$ cat config.mk
export PLATFORM = sky130hd
export DESIGN_NAME = instr_dispatch_ctrl
export DESIGN_NICKNAME = d
export VERILOG_FILES = /design/src/rtl/instr_dispatch_ctrl.sv
export SDC_FILE = /design/constraint.sdc
export NUM_CORES = 1
export LEC_CHECK = 0
export ABC_AREA = 1
export CAP_MARGIN = 10
export CORE_AREA = 10 10 115 117
export CTS_BUF_LIST = sky130_fd_sc_hd__clkbuf_4 sky130_fd_sc_hd__clkbuf_8
export CTS_CLUSTER_SIZE = 28
export DETAILED_ROUTE_END_ITERATION = 10
export DIE_AREA = 0 0 125 127
export GPL_TIMING_DRIVEN = 0
export PLACE_DENSITY = 0.77
export SETUP_SLACK_MARGIN = 0.05
export SYNTH_ARGS = -nofsm -noshare
export SYNTH_HDL_FRONTEND = slang
export SYNTH_SLANG_ARGS = --single-unit
$ cat constraint.sdc
create_clock -name clk -period 1.31 [get_ports clk]
set_input_delay 0.262 -clock clk [delete_from_list [all_inputs] [get_ports clk]]
set_output_delay 0.262 -clock clk [all_outputs]
set_load 0.01 [all_outputs]
$ cat src/rtl/instr_dispatch_ctrl.sv
// Instruction dispatch sequencer: pops 64-bit instructions from the instruction FIFO,
// issues them to the feature loader or CLP, and retires them on the matching done pulse.
module instr_dispatch_ctrl #(
    parameter int unsigned OPC_W   = 7,
    parameter int unsigned TIMEOUT = 65535,
    parameter int unsigned CNT_W   = 16
) (
    input  logic             clk,
    input  logic             rst,
    input  logic             acc_enable,
    input  logic             i_mem_empty,
    output logic             i_mem_rd_enable,
    input  logic [63:0]      i_mem_dout,
    output logic             fetch_instruction_from_ddr,
    output logic             ld_start,
    input  logic             ld_done,
    output logic             clp_start,
    input  logic             clp_done,
    output logic [63:0]      ctr,
    output logic [CNT_W-1:0] instr_cnt,
    output logic             err_flag,
    output logic             CLP_state
);

    localparam int unsigned TMR_W = (TIMEOUT > 1) ? $clog2(TIMEOUT) : 1;

    localparam logic [OPC_W-1:0] OpNop  = OPC_W'(7'h00);
    localparam logic [OPC_W-1:0] OpLoad = OPC_W'(7'h01);
    localparam logic [OPC_W-1:0] OpConv = OPC_W'(7'h02);
    localparam logic [OPC_W-1:0] OpEnd  = OPC_W'(7'h7F);

    typedef enum logic [3:0] {
        StIdle,
        StCheck,
        StFetch,
        StWaitFifo,
        StPop,
        StLatch,
        StDecode,
        StIssueLd,
        StIssueClp,
        StWaitLd,
        StWaitClp,
        StRetire
    } state_e;

    state_e             state_q, state_d;
    logic [TMR_W-1:0]   tmr_q, tmr_d;
    logic [63:0]        ctr_q, ctr_d;
    logic [CNT_W-1:0]   cnt_q, cnt_d;
    logic               err_q, err_d;
    logic [OPC_W-1:0]   opcode;
    logic               timed_out;

    assign opcode    = ctr_q[63 -: OPC_W];
    // The timer is zero on the first cycle of a wait, so TIMEOUT-1 marks the last allowed cycle.
    assign timed_out = (tmr_q == TMR_W'(TIMEOUT - 1));

    always_ff @(posedge clk or negedge rst) begin
        if (!rst) begin
            state_q <= StIdle;
            tmr_q   <= '0;
            ctr_q   <= '0;
            cnt_q   <= '0;
            err_q   <= 1'b0;
        end else begin
            state_q <= state_d;
            tmr_q   <= tmr_d;
            ctr_q   <= ctr_d;
            cnt_q   <= cnt_d;
            err_q   <= err_d;
        end
    end

    always_comb begin
        state_d                    = state_q;
        tmr_d                      = '0;
        ctr_d                      = ctr_q;
        cnt_d                      = cnt_q;
        err_d                      = err_q;
        i_mem_rd_enable            = 1'b0;
        fetch_instruction_from_ddr = 1'b0;
        ld_start                   = 1'b0;
        clp_start                  = 1'b0;

        unique case (state_q)
            StIdle: begin
                if (acc_enable) state_d = StCheck;
            end
            StCheck: begin
                state_d = i_mem_empty ? StFetch : StPop;
            end
            StFetch: begin
                fetch_instruction_from_ddr = 1'b1;
                state_d                    = StWaitFifo;
            end
            StWaitFifo: begin
                tmr_d = tmr_q + TMR_W'(1);
                if (!i_mem_empty) begin
                    state_d = StPop;
                end else if (timed_out) begin
                    err_d   = 1'b1;
                    state_d = StRetire;
                end
            end
            StPop: begin
                // Never pop an empty FIFO; re-evaluate instead.
                if (!i_mem_empty) begin
                    i_mem_rd_enable = 1'b1;
                    state_d         = StLatch;
                end else begin
                    state_d = StCheck;
                end
            end
            StLatch: begin
                ctr_d   = i_mem_dout;
                state_d = StDecode;
            end
            StDecode: begin
                case (opcode)
                    OpLoad:       state_d = StIssueLd;
                    OpConv:       state_d = StIssueClp;
                    OpNop, OpEnd: state_d = StRetire;
                    default: begin
                        err_d   = 1'b1;
                        state_d = StRetire;
                    end
                endcase
            end
            StIssueLd: begin
                ld_start = 1'b1;
                state_d  = StWaitLd;
            end
            StIssueClp: begin
                clp_start = 1'b1;
                state_d   = StWaitClp;
            end
            StWaitLd: begin
                tmr_d = tmr_q + TMR_W'(1);
                if (ld_done) begin
                    state_d = StRetire;
                end else if (timed_out) begin
                    err_d   = 1'b1;
                    state_d = StRetire;
                end
            end
            StWaitClp: begin
                tmr_d = tmr_q + TMR_W'(1);
                if (clp_done) begin
                    state_d = StRetire;
                end else if (timed_out) begin
                    err_d   = 1'b1;
                    state_d = StRetire;
                end
            end
            StRetire: begin
                cnt_d   = cnt_q + CNT_W'(1);
                state_d = ((opcode == OpEnd) || !acc_enable) ? StIdle : StCheck;
            end
            default: state_d = StIdle;
        endcase
    end

    assign ctr       = ctr_q;
    assign instr_cnt = cnt_q;
    assign err_flag  = err_q;
    assign CLP_state = (state_q != StIdle);

endmodule

==> qor.yml, run 1 <==
layout:
  postLayoutCellArea_um2: 6720
  antenna_cells: 0
  nNetsFinal: 814
  syn2layout_area_growth_pct: 48.3
  post-route-util_pct: 60.4
  drive_above_1_share_pct: 20.5
synth:
  synth-seq-area-share_pct: 55.8
  synth_top_family_by_area: "simple AND/OR/NAND/NOR gates"
  synthAdderAreaFrac_pct: 0.829
  synthXorXnorAreaFrac_pct: 3.09
  synth_compound_gate_area_share_pct: 2.18
  syn_area_per_cell_um2: 8.10
  ys_seq_elements: 101
  synth_mux_area_share_pct: 0
  yosysWarningCount: 0
  netlist_instances: 559
  synthFlopType: "dfrtp_1"
  syn-num-nets: 632
  async_flop_share_pct: 100
  syn_area_um2: 4530
  synth_edf_count: 0
  yosysUniqueCellTypes: 32
  yosys.area_share.simple_pct: 31.7
sta:
  rsz0062_at_grt: "true"
  fin_crit_sh_pct: 128
  fin_ws_ns: -0.362
  fin_skew_ns: 0.00803
  relSlewSlack_pct: 56.7
  drv_slew: 0
  fmax_mhz: 598
  fin_crit_ns: 1.67
  hold-worst-slack_ns: 0.412
  fin_setup_tns_ns: -16.00
  setup_viol: 99
  hold_violations: 0
  tightestPinTransition_ns: 0.650
critical_path:
  slowest_stage: "dfrtp_1"
  crit_fanout: 7
  r2r_end: "instr_cnt[9]"
  crit_chain: "buf_6 -> nor2_4 -> inv_2 -> nor3_4 -> buf_6"
  cp_data_required_time_ns: 1.05
  start_kind: "flip-flop"
  critical_path_class: "flip-flop to primary output"
  crit_top_cell: "buf_6"
  cp_slowest_stage_delay_ns: 0.39
  worst_ep_arrival_time_ns: 1.41
  r2r_cells: 8
  r2r_slack_ns: -0.30
  critPathCaptureType: "primary output"
  reg2reg_from: "state_q[2]"
die:
  dieArea_um2: 15900
  core_um2: 11100
  initial_core_util_pct: 40.7
  pin_count: 156
  die_h_um: 127
  die_x_um: 125
  rows: 39
hold_path:
  hp-class: "input port to flip-flop"
  worstHoldPathCells: 3
  hold_path_startpoint: "i_mem_dout[26]"
  holdPathEnd: "ctr[26]"
global_routing:
  antenna_found_initial: 0
  grt_pass1_vias: 4375
  grt_remaining_overflow: 0
  grt_usage_pct: 16.2
  grt_max_degree: 54
  grt_pass1_wl_mm: 21.5
placement:
  gp_congestion: 0.904
  port-buffer-count: 155
  place_hpwl_mm: 9.84
  place_area_um2: 6310
  place_worst_setup_slack_ns: -0.579
clock_tree:
  path_clk_slew_ns: 0.10
  h-tree-depth: 3
  cts_buffers: 9
  clock-sinks: 101
  cts_buffer_depth: 2
  cts_tree: "built"
  clk_latency_ns: 0.37
  cts-root-buf: "clkbuf_8"
routing:
  firstDrtPassIters: 4
  wl_per_cell_um: 14.8
  drc: 0
  drtAntennaViolNets: 0
  drt_iter0_markers: 278
  routed_wl_mm: 13.2
  dr_total_vias: 4127
  viasPerCell: 4.64
job:
  cap_viol_max_count: 0
run_status:
  status: "finished with violations"
  violations: "setup timing"
power:
  ir_drop_mv: 1.05
  power_density_nw_per_um2: 1850
  p_leak_nw: 3.80
-- final cells by class --
type / count / area [um^2]
buffer: 15 / 109
clock buffer: 9 / 124
clock inverter: 7 / 76.3
fill: 957 / 4410
inverter: 57 / 221
multi-input combinational: 386 / 1900
sequential: 101 / 2530
tap: 143 / 179
timing repair buffer: 171 / 1580
-- through the flow --
step / instances / total power [W]
3_5_place_dp: 858 / 0.0106
4_1_cts: 881 / 0.0127
3_3_place_gp: 857 / 0.0104
6_report: 889 / 0.0124
5_1_grt: 889 / 0.0134
2_1_floorplan: 559 / 0.00738
-- where the power goes --
| group | internal [W] | total [W] | switching, W |
|---|---|---|---|
| sequential | 0.00424 | 0.00495 | 0.000710 |
| clock | 0.000890 | 0.00203 | 0.00114 |
| combinational | 0.00249 | 0.00547 | 0.00298 |
-- what timing repair did --
item / 4_1_cts / 5_1_grt
endpoints found under the hold margin: 48 / 0
setup buffers: 6 / 9
gates resized for setup: 157 / 127
setup endpoints to repair: 181 / 187
cloned: 0 / 0
hold buffers: 1 / 0
pin swaps: 3 / 10
-- layer usage --
| metal | global-route usage (%) | wire [um] | vias up |
|---|---|---|---|
| met5 | 0 | 0 | - |
| li1 | - | - | 2053 |
| met3 | 8.06 | 1170 | 15 |
| met4 | 4.34 | 184 | 0 |
| met1 | 17.3 | 5130 | 1938 |
| met2 | 27.7 | 6700 | 121 |
-- registers in the layout, summed over array words and instances (netlist names) --
name / flops
ctr: 64
err_flag: 1
instr_cnt: 16
state_q: 4
tmr_q: 16
-- cell families (layout without fill, tap and decap cells) --
logic type               Yosys count  after routing
AND/OR/NAND/NOR                  349            349
AO/OA/AOI/OAI                     18             18
buffers and inverters             72            259
adder cells (fa/ha/maj)            3              3
XOR/XNOR                          16             16
flip-flops                       101            101
-- Yosys cell counts (all sizes together) (3+ instances only) --
cell / count / area, um^2
a21oi: 7 / 35.0
nor2: 46 / 194
dfrtp: 101 / 2530
xor2: 15 / 131
nand2: 263 / 992
inv: 57 / 214
o21ai: 7 / 35.0
nand3: 13 / 82.6
ha: 3 / 37.5
nand4: 7 / 43.8
clkbuf: 3 / 11.3
buf: 12 / 65.1
nor3: 13 / 76.3
-- how the worst max path moves through the flow --
| stage | from | end | slack, ns | cells past startpoint |
|---|---|---|---|---|
| 6_report | state_q[0] | i_mem_rd_enable | -0.36 | 5 |
| 3_5_place_dp | i_mem_empty | i_mem_rd_enable | -0.58 | 3 |
| 4_1_cts | state_q[0] | ctr[12] | -0.39 | 8 |
| 5_1_grt | state_q[2] | i_mem_rd_enable | -0.43 | 5 |
| 3_3_place_gp | rst | instr_cnt[2] | -4.22 | 1 |
| 2_1_floorplan | state_q[3] | instr_cnt[13] | 0.006 | 7 |
-- critical path: cells and delay by family, from the launching register on --
kind | cells | cell delay, ns
DFF | 1 | 0.39
buffers and inverters | 3 | 0.33
and+or+nand+nor | 2 | 0.30
-- placed cells by master (no fill, tap or decap), types with 11 or more instances in the layout --
| cell | n |
|---|---|
| nand2_1 | 251 |
| dfrtp_1 | 96 |
| clkdlybuf4s50_1 | 69 |
| inv_1 | 44 |
| dlymetal6s2s_1 | 35 |
| buf_2 | 30 |
| nor2_1 | 29 |
| clkbuf_2 | 19 |
| xor2_1 | 15 |
| buf_4 | 14 |
| inv_2 | 11 |
Note: power is estimated with default switching activity, not from simulation.
==> run 2: changes to the inputs <==
Settings changed: CELL_PAD_IN_SITES_DETAIL_PLACEMENT set to 1, CELL_PAD_IN_SITES_GLOBAL_PLACEMENT set to 1, CORE_AREA 10 10 115 117 to 10 10 134 136, DIE_AREA 0 0 125 127 to 0 0 144 146, PLACE_DENSITY 0.77 to not set, PLACE_DENSITY_LB_ADDON set to 0.1.
==> qor.yml, run 2 (synthesis gave the netlist of run 1 again) <==
run_status:
  status: "finished with violations"  # unchanged
  violations: "setup timing"  # unchanged
placement:
  place_area_um2: 6370  # was 6310 um^2
  place_worst_setup_slack_ns: -0.747  # was -0.579 ns
  place_hpwl_mm: 11.2  # was 9.84 mm
  gp_congestion: 0.778  # was 0.904
  dp_cells: 907  # was 858
  port-buffer-count: 155  # unchanged
die:
  initial_core_util_pct: 29.3  # was 40.7%
  rows: 46  # was 39
  dieArea_um2: 21000  # was 15900 um^2
  die_h_um: 146  # was 127 um
  core_um2: 15500  # was 11100 um^2
  die_x_um: 144  # was 125 um
  pin_count: 156  # unchanged
power:
  p_leak_nw: 4.05  # was 3.80 nW
  power_density_nw_per_um2: 1860  # was 1850 nW/um^2
  ir_drop_mv: 0.810  # was 1.05 mV
critical_path:
  r2r_end: "ctr[26]"  # was instr_cnt[9]
  crit_top_cell: "buf_6"  # unchanged
  critPathCaptureType: "primary output"  # unchanged
  cp_slowest_stage_delay_ns: 0.39  # about the same
  r2r_slack_ns: -0.36  # was -0.30 ns
  start_kind: "flip-flop"  # unchanged
  crit_chain: "buf_6 -> nor2_4 -> inv_2 -> nor3_4 -> buf_6"  # unchanged
  worst_ep_arrival_time_ns: 1.51  # was 1.41 ns
  worstSetupStartpoint: "state_q[0]"  # unchanged
  crit_fanout: 6  # was 7
  slowest_stage: "dfrtp_1"  # unchanged
  reg2reg_from: "state_q[3]"  # was state_q[2]
  critical_path_class: "flip-flop to primary output"  # unchanged
  r2r_cells: 10  # was 8
  cp_data_required_time_ns: 1.05  # about the same
global_routing:
  antenna_found_initial: 0  # unchanged
  grt_max_degree: 64  # was 54
  grt_remaining_overflow: 0  # unchanged
  grt_pass1_wl_mm: 24.6  # was 21.5 mm
  grt_usage_pct: 14.7  # was 16.2%
  grt_pass1_vias: 4637  # was 4375
clock_tree:
  cts-root-buf: "clkbuf_8"  # unchanged
  path_clk_slew_ns: 0.11  # was 0.10 ns
  cts_tree: "built"  # unchanged
  h-tree-depth: 3  # unchanged
  clock-sinks: 101  # unchanged
  cts_buffers: 9  # unchanged
  cts_buffer_depth: 2  # unchanged
  clk_latency_ns: 0.39  # was 0.37 ns
sta:
  fmax_mhz: 564  # was 598 MHz
  rsz0062_at_grt: "true"  # unchanged
  fin_crit_sh_pct: 135  # was 128%
  drv_slew: 0  # unchanged
  relSlewSlack_pct: 61.1  # was 56.7%
  fin_skew_ns: 0.0134  # was 0.00803 ns
  tightestPinTransition_ns: 0.584  # was 0.650 ns
  setup_viol: 103  # was 99
  fin_crit_ns: 1.77  # was 1.67 ns
  hold-worst-slack_ns: 0.387  # was 0.412 ns
  hold_violations: 0  # unchanged
  fin_ws_ns: -0.464  # was -0.362 ns
routing:
  dr_total_vias: 4503  # was 4127
  routed_wl_mm: 16.9  # was 13.2 mm
  drtAntennaViolNets: 0  # unchanged
  viasPerCell: 4.52  # was 4.64
  wl_per_cell_um: 16.9  # was 14.8 um
  firstDrtPassIters: 4  # unchanged
  drc: 0  # unchanged
  drt_iter0_markers: 107  # was 278
layout:
  stdcell_count: 997  # was 889
  n_fill_cell: 1819  # was 957
  final_common_cell: "nand2_1"  # unchanged
  post-route-util_pct: 50.6  # was 60.4%
  most-common-layout-cells: "169 x nand2_1, 97 x dfrtp_1, 68 x clkdlybuf4s50_1"  # was 251 x nand2_1, 96 x dfrtp_1, 69 x clkdlybuf4s50_1
  syn2layout_area_growth_pct: 72.8  # was 48.3%
  largest_reg_flops: 64  # unchanged
  postLayoutCellArea_um2: 7830  # was 6720 um^2
  drive_above_1_share_pct: 43.9  # was 20.5%
  nNetsFinal: 873  # was 814
  antenna_cells: 0  # unchanged
job:
  cap_viol_max_count: 0  # unchanged
hold_path:
  hp-class: "input port to async pin"  # was input port to flip-flop
[run 2: cell count changes in the layout (fill, tap and decap cells not counted), sizes merged]
cell,before,now
clkbuf,34,41
dlymetal6s2s,35,0
buf,55,143
inv,56,59
clkdlybuf4s50,69,68
bufinv,1,0
clkdlybuf4s15,1,0
clkinv,5,4
[run 2: area by class of cell]
| class | instances | area (um^2) | area share, % |
|---|---|---|---|
| Sequential cell | 101 | 2530 | 32.3 |
| Multi-Input combinational cell | 386 | 2340 | 29.9 |
| Timing Repair Buffer | 229 | 2080 | 26.6 |
| Tap cell | 192 | 240 | 3.07 |
| Inverter | 57 | 234 | 2.99 |
| Buffer | 15 | 208 | 2.65 |
| Clock buffer | 9 | 124 | 1.58 |
| Clock inverter | 7 | 58.8 | 0.751 |
| Timing Repair inverter | 1 | 11.3 | 0.144 |
[run 2: timing repair]
action | 4_1_cts | 5_1_grt
resized for setup | 283 | 321
pin swaps | 4 | 53
gates cloned | 1 | 9
endpoints found under the setup margin | 183 | 149
buffers inserted | 23 | 41
hold buffers | 1 | 0
endpoints found under the hold margin | 38 | 0
[run 2: layer usage]
layer | GRT usage [%] | share of wire [%] | wire length [um]
met1 | 16.6 | 37 | 6300
met2 | 24.0 | 52 | 8720
met3 | 6.92 | 8.9 | 1500
met4 | 4.14 | 2.0 | 337
met5 | 0 | 0 | 0
[run 2: how the worst max path moves through the flow]
| stage | to | slack (ns) | depth (start not counted) |
|---|---|---|---|
| 2_1_floorplan | instr_cnt[13] | 0.006 | 7 |
| 3_3_place_gp | instr_cnt[2] | -4.70 | 1 |
| 3_5_place_dp | i_mem_rd_enable | -0.75 | 3 |
| 4_1_cts | i_mem_rd_enable | -0.45 | 4 |
| 5_1_grt | i_mem_rd_enable | -0.54 | 5 |
| 6_report | i_mem_rd_enable | -0.46 | 5 |
[run 2: critical path, delay by kind of cell (launching register included)]
kind,cells,cell delay (ns)
flip-flops,1,0.39
buffers and inverters,3,0.37
AND/OR/NAND/NOR,2,0.36
[run 2: metrics by stage]
| step | power [W] | TNS (ns) |
|---|---|---|
| floorplan | 0.00738 | 0 |
| global placement | 0.0106 | -468.03 |
| detailed placement | 0.0108 | -37.55 |
| CTS | 0.0127 | -30.30 |
| global route | 0.0157 | -30.82 |
| finish | 0.0145 | -23.53 |
[run 2: where the power goes]
group	leakage, nW	switching [W]	total, W	internal, W
combinational	2.69	0.00387	0.00752	0.00366
clock	0.0864	0.00121	0.00193	0.000715
sequential	1.27	0.000844	0.00508	0.00424
==> patch 1: new RTL, settings of run 1 <==
Change the parameter `TIMEOUT` from 65535 to 131070.
--- a/src/rtl/instr_dispatch_ctrl.sv
+++ b/src/rtl/instr_dispatch_ctrl.sv
@@ -3,5 +3,5 @@
 module instr_dispatch_ctrl #(
     parameter int unsigned OPC_W   = 7,
-    parameter int unsigned TIMEOUT = 65535,
+    parameter int unsigned TIMEOUT = 131070,
     parameter int unsigned CNT_W   = 16
 ) (
Check against the original RTL: no difference found for any inputs over 10 cycles, from zero or initial values and one cycle with rst low; that may be too few to reach the edited logic, so the function may still have changed.
==> patch 1 against run 1 <==
  * The run ends with negative hold slack, negative setup slack left
  * Routed wire length increased by 23%
  * Synthesized area up 1.4%
  * Total power grew 17%
  * Global-route usage is 3.5 points higher
  * Sequential cell count is 1 higher
  * Final area grew 15%
  * Setup slack gained 33 ps
  * Count of clock-buffer cells in the layout grew 2
  * Critical endpoint is now fetch_instruction_from_ddr
==> patch 1: results (changes against run 1) <==
Final hold violations = 55 (+55)
Post-synthesis adder-cell area fraction = 0.8172% (-0.011 points)
Register area share after synthesis = 55.57% (-0.22 points)
Vias in the first global route = 5257 (+20%)
Critical Path Fanout Max = 3 (-4)
Crit path from = state_q[2]$_DFFE_PN0P_
Diode count = 0 (unchanged)
Inverters = 52 (-8.8%)
Worst setup path end = fetch_instruction_from_ddr
PnR Total Power = 14.54 mW (+17%)
Final WS setup = -329.0 ps (+33.02 ps)
Final setup viols = 103 (+4.0%)
Placed instance area = 6384 µm² (+1.2%)
DRT Wirelength = 16180 µm (+23%)
Signal buffers = 268 (+44%)
Worst path max stage delay = 410 ps (+20 ps)
Synth-to-layout area growth = 68.05%
Flop pwr share = 34.3% (-5.4 points)
Clk sinks = 102 (+0.99%)
GPL Wtd Cong = 0.8554 (-5.4%)
Failing checks = negative hold slack, negative setup slack
Clock network area share = 2.853% (-0.13 points)
Post-route ant nets = 0 (unchanged)
Reg2reg path depth = 12 (+4)
Nets = 904 (+11%)
Synth Area in Compound Gates = 2.343% (+0.16 points)
Min Hold Slack = -40.00 ps (-451.8 ps)
WP data arrival = 1380 ps (-30 ps)
Multi-input gate share of total cell area = 29.41% (+1.1 points)
Final TNS setup = -21440 ps (-5438 ps)
Cell leakage power = 4.019 nW (+5.9%)
Avg Synthesized Cell Area = 8.115 µm² (+0.13%)
Post-DR vias/cell = 4.900 (+5.5%)
DP HPWL = 9921 µm (+0.80%)
Final core occ = 69.38% (+9.0 points)
Post-synthesis xor/xnor area fraction = 3.051% (-0.042 points)
Reg2Reg Capture Point = state_q[0]$_DFFE_PN0P_
Placed insts = 865 (+0.82%)
Share of post-route cells with drive strength above 1 = 43.54% (+23 points)
Clock skew = 12.10 ps (+4.071 ps)
Status = finished with violations
Per-cell routed wire length = 16.53 µm (+11%)
Multi-input combinational gate total = 398 (+3.1%)
First-pass GRT wire length = 26050 µm (+21%)
Comb pwr = 7.33 mW (+34%)
Hold Path Class = in -> async
Synth cell types = 30 (-6.3%)
Post-Place Worst Slack = -515.3 ps (+64.10 ps)
Reg2Reg Launch Point = state_q[0]$_DFFE_PN0P_
Sw frac = 38.71% (-0.086 points)
Fillcell total = 813 (-15%)
Pre-antenna DRT Iters = 4 (unchanged)
Slew headroom = 47.94% (-8.8 points)
1st-iter DRT viols = 217 (-22%)
==> patch 1: cell types whose count changed after synthesis, sizes merged, moves of 2 or more <==
cell and delta:
nand2 +4, clkbuf +2, o21ai +3, xor2 -5, nand3 +8, nor2 +3, xnor2 +5, buf -2
inv -6
==> patch 1: worst reg2reg max path, stage by stage (launching register included) <==
cell	delay [ps]
dfrtp_1	400
buf_6	150
nor2_4	130
nand2_2	100
buf_6	130
buf_6	110
buf_6	100
buf_4	120
nand2_2	50
nor2_1	40
nand2_1	50
nor2_1	40
a21oi_1	120
==> patch 1: timing repair <==
item / 4_1_cts / 5_1_grt
gates cloned: 11 / 0
endpoints found under the hold margin: 56 / 0
pin swaps: 44 / 25
setup endpoints to repair: 178 / 108
buffers inserted: 86 / 9
resized for setup: 536 / 51
==> patch 1: per-layer routing <==
metal  wire length [µm]  GRT usage [%]  vias up
li1                   -              -     2262
met4                411          8.604        0
met5                  0              0        -
met3               1342          8.644       36
met2               8547          34.31      161
met1               5882          20.23     2338
==> patch 2: new RTL, config.mk and constraints of run 1 <==
Without the edit above. Make the reset (`rst`) synchronous in one clocked block.
--- a/src/rtl/instr_dispatch_ctrl.sv
+++ b/src/rtl/instr_dispatch_ctrl.sv
@@ -57,5 +57,5 @@
     assign timed_out = (tmr_q == TMR_W'(TIMEOUT - 1));
 
-    always_ff @(posedge clk or negedge rst) begin
+    always_ff @(posedge clk) begin
         if (!rst) begin
             state_q <= StIdle;
Formal check against the unedited RTL: differs if rst is asserted again (counterexample within 4 cycles, from zero or initial values and one cycle with rst low); with rst held inactive, the same outputs for 10 cycles.
==> patch 2 against run 1 <==
  * Critical path type is now reg -> reg
  * Sequential cell count did not move
  * Routed wire length rose by 36%
  * Setup slack improved by 150 ps
  * The flow still finishes with violations (negative setup slack)
  * Critical endpoint is now ctr[37]$_SDFFE_PN0P_
  * Global-route usage rose by 3.8 points
  * Synthesized area fell by 5.2%
  * Register-to-register slack improved by 90 ps
  * Final area rose by 18%
Power is not compared: it rests on default switching activity, and its combinational part moved more than twofold at a synthesized area within 25%.
==> patch 2: results (changes against run 1) <==
Area contributors post-synth = dfxtp_1 47%, nor2_1 15%, o21ai_0 8.4%
Top_reg_cell synth = dfxtp_1
Clock Latency Late Sink = 370 ps (about the same)
Fillcell total = 750 (-22%)
Post-route ant nets = 0 (unchanged)
Cell repeated most along the worst path = buf_12
GRT Util Overall = 20.00% (+3.8 points)
Register area share after synthesis = 47.07% (-8.7 points)
Worst path max stage delay = 420 ps (+30 ps)
Asr flop ratio synth = 0% (-100 points)
Post-CTS Hold Buffers = 0 (-1)
Via Count = 5143 (+25%)
DP HPWL = 10490 µm (+6.6%)
GPL Wtd Cong = 0.9492 (+5.0%)
Max reg flops = 64 (unchanged)
Per-cell routed wire length = 18.37 µm (+24%)
Syn nets = 674 (+6.6%)
Share of post-route cells with drive strength above 1 = 46.39% (+26 points)
Failing checks = negative setup slack
Clock skew = 10.84 ps (+2.804 ps)
1st-iter DRT viols = 309 (+11%)
Final setup viols = 99 (unchanged)
Syn. warnings = 0 (unchanged)
Hold Path Class = in -> reg
Status = finished with violations
CTS Root Cell = clkbuf_8
TritonCTS buffer count = 9 (unchanged)
Synth cell types = 37 (+16%)
Post-Place Worst Slack = -742.0 ps (-162.6 ps)
Pre-antenna DRT Iters = 5 (+1)
Bufs on Longest Clock Path = 2 (unchanged)
First-pass GRT wire length = 26620 µm (+24%)
WP data arrival = 1790 ps (+380 ps)
Largest net degree at the start of global routing = 18 (-67%)
Critical Path Fanout Max = 7 (unchanged)
Post-synth top cells = 176 x nor2_1, 101 x dfxtp_1, 80 x nand2_1, 72 x o21ai_0, 45 x inv_1
Worst path slowest cell = dfxtp_4
Family with the most delay on the worst path = buffers and inverters
Synth top area share = 47.07% (-8.7 points)
Vias in the first global route = 5327 (+22%)
Worst-Margin Slew = 600.6 ps (-49.00 ps)
Nets = 901 (+11%)
Final WS setup = -214.2 ps (+147.9 ps)
Reg clk slew, reported paths = 100 ps (about the same)
[patch 2: path summary, 6_finish.rpt]
kind / from / to / slack (ps) / cells after the start
max: state_q[0]$_SDFFE_PN0P_ / ctr[37]$_SDFFE_PN0P_ / -210 / 10
min: i_mem_dout[31] / ctr[31]$_SDFFE_PN0P_ / 470 / 3
max reg2reg: state_q[0]$_SDFFE_PN0P_ / ctr[37]$_SDFFE_PN0P_ / -210 / 10
min reg2reg: instr_cnt[3]$_SDFFE_PN0N_ / instr_cnt[3]$_SDFFE_PN0N_ / 470 / 1
[patch 2: logic make-up after synthesis]
family | after synthesis | share of synthesized area, %
flops | 101 | 47.07
buf+inv | 71 | 6.554
fa+ha+maj | 3 | 0.8740
compound gates | 114 | 14.04
xor+xnor | 4 | 0.8158
simple gates | 308 | 30.64
[patch 2: what timing repair did]
action,CTS,global route
pin swaps,61,39
buffers inserted,34,17
gates cloned,13,1
gates resized for setup,488,198
endpoints found under the setup margin,186,162
[patch 2: per-layer routing]
metal	global-route usage [%]	up-vias	wire length (µm)
li1	-	2400	-
met1	19.63	2464	6393
met2	36.07	213	9235
met3	7.444	66	1467
met4	10.70	0	817
met5	0	-	0
[patch 2: cell type report]
cell class	instances	share of cell area, %
buffer	22	3.907
clock buffer	9	1.560
clock inverter	6	0.9137
inverter	49	2.678
multi-input combinational	429	35.51
sequential	101	26.40
tap	143	2.253
timing repair buffer	215	26.58
timing repair inverter	1	0.2048
[patch 2: worst register-to-register path, stage by stage (launching register included)]
cell and delay (ps):
dfxtp_4 420, buf_6 130, nand2_4 50, nor2_4 90
buf_12 120, buf_12 130, inv_16 60, buf_12 130
clkbuf_16 160, nor2_4 80, nor2_1 40
[patch 2: stage by stage]
step | hold slack, ps | instance area [µm²] | TNS, ps | instances
4_1_cts | 450.6 | 7666 | -11720 | 961
2_1_floorplan | 396.9 | 4302 | 0 | 601
3_5_place_dp | 441.3 | 6032 | -44480 | 899
5_1_grt | 464.4 | 7943 | -17710 | 975
6_report | 465.5 | 7943 | -13920 | 975
3_3_place_gp | 438.9 | 6032 | -43710 | 899
[patch 2: report_power, final]
part,internal (mW),switching (mW)
Combinational,0.825,0.790
Sequential,3.19,0.124
Clock,0.893,1.15
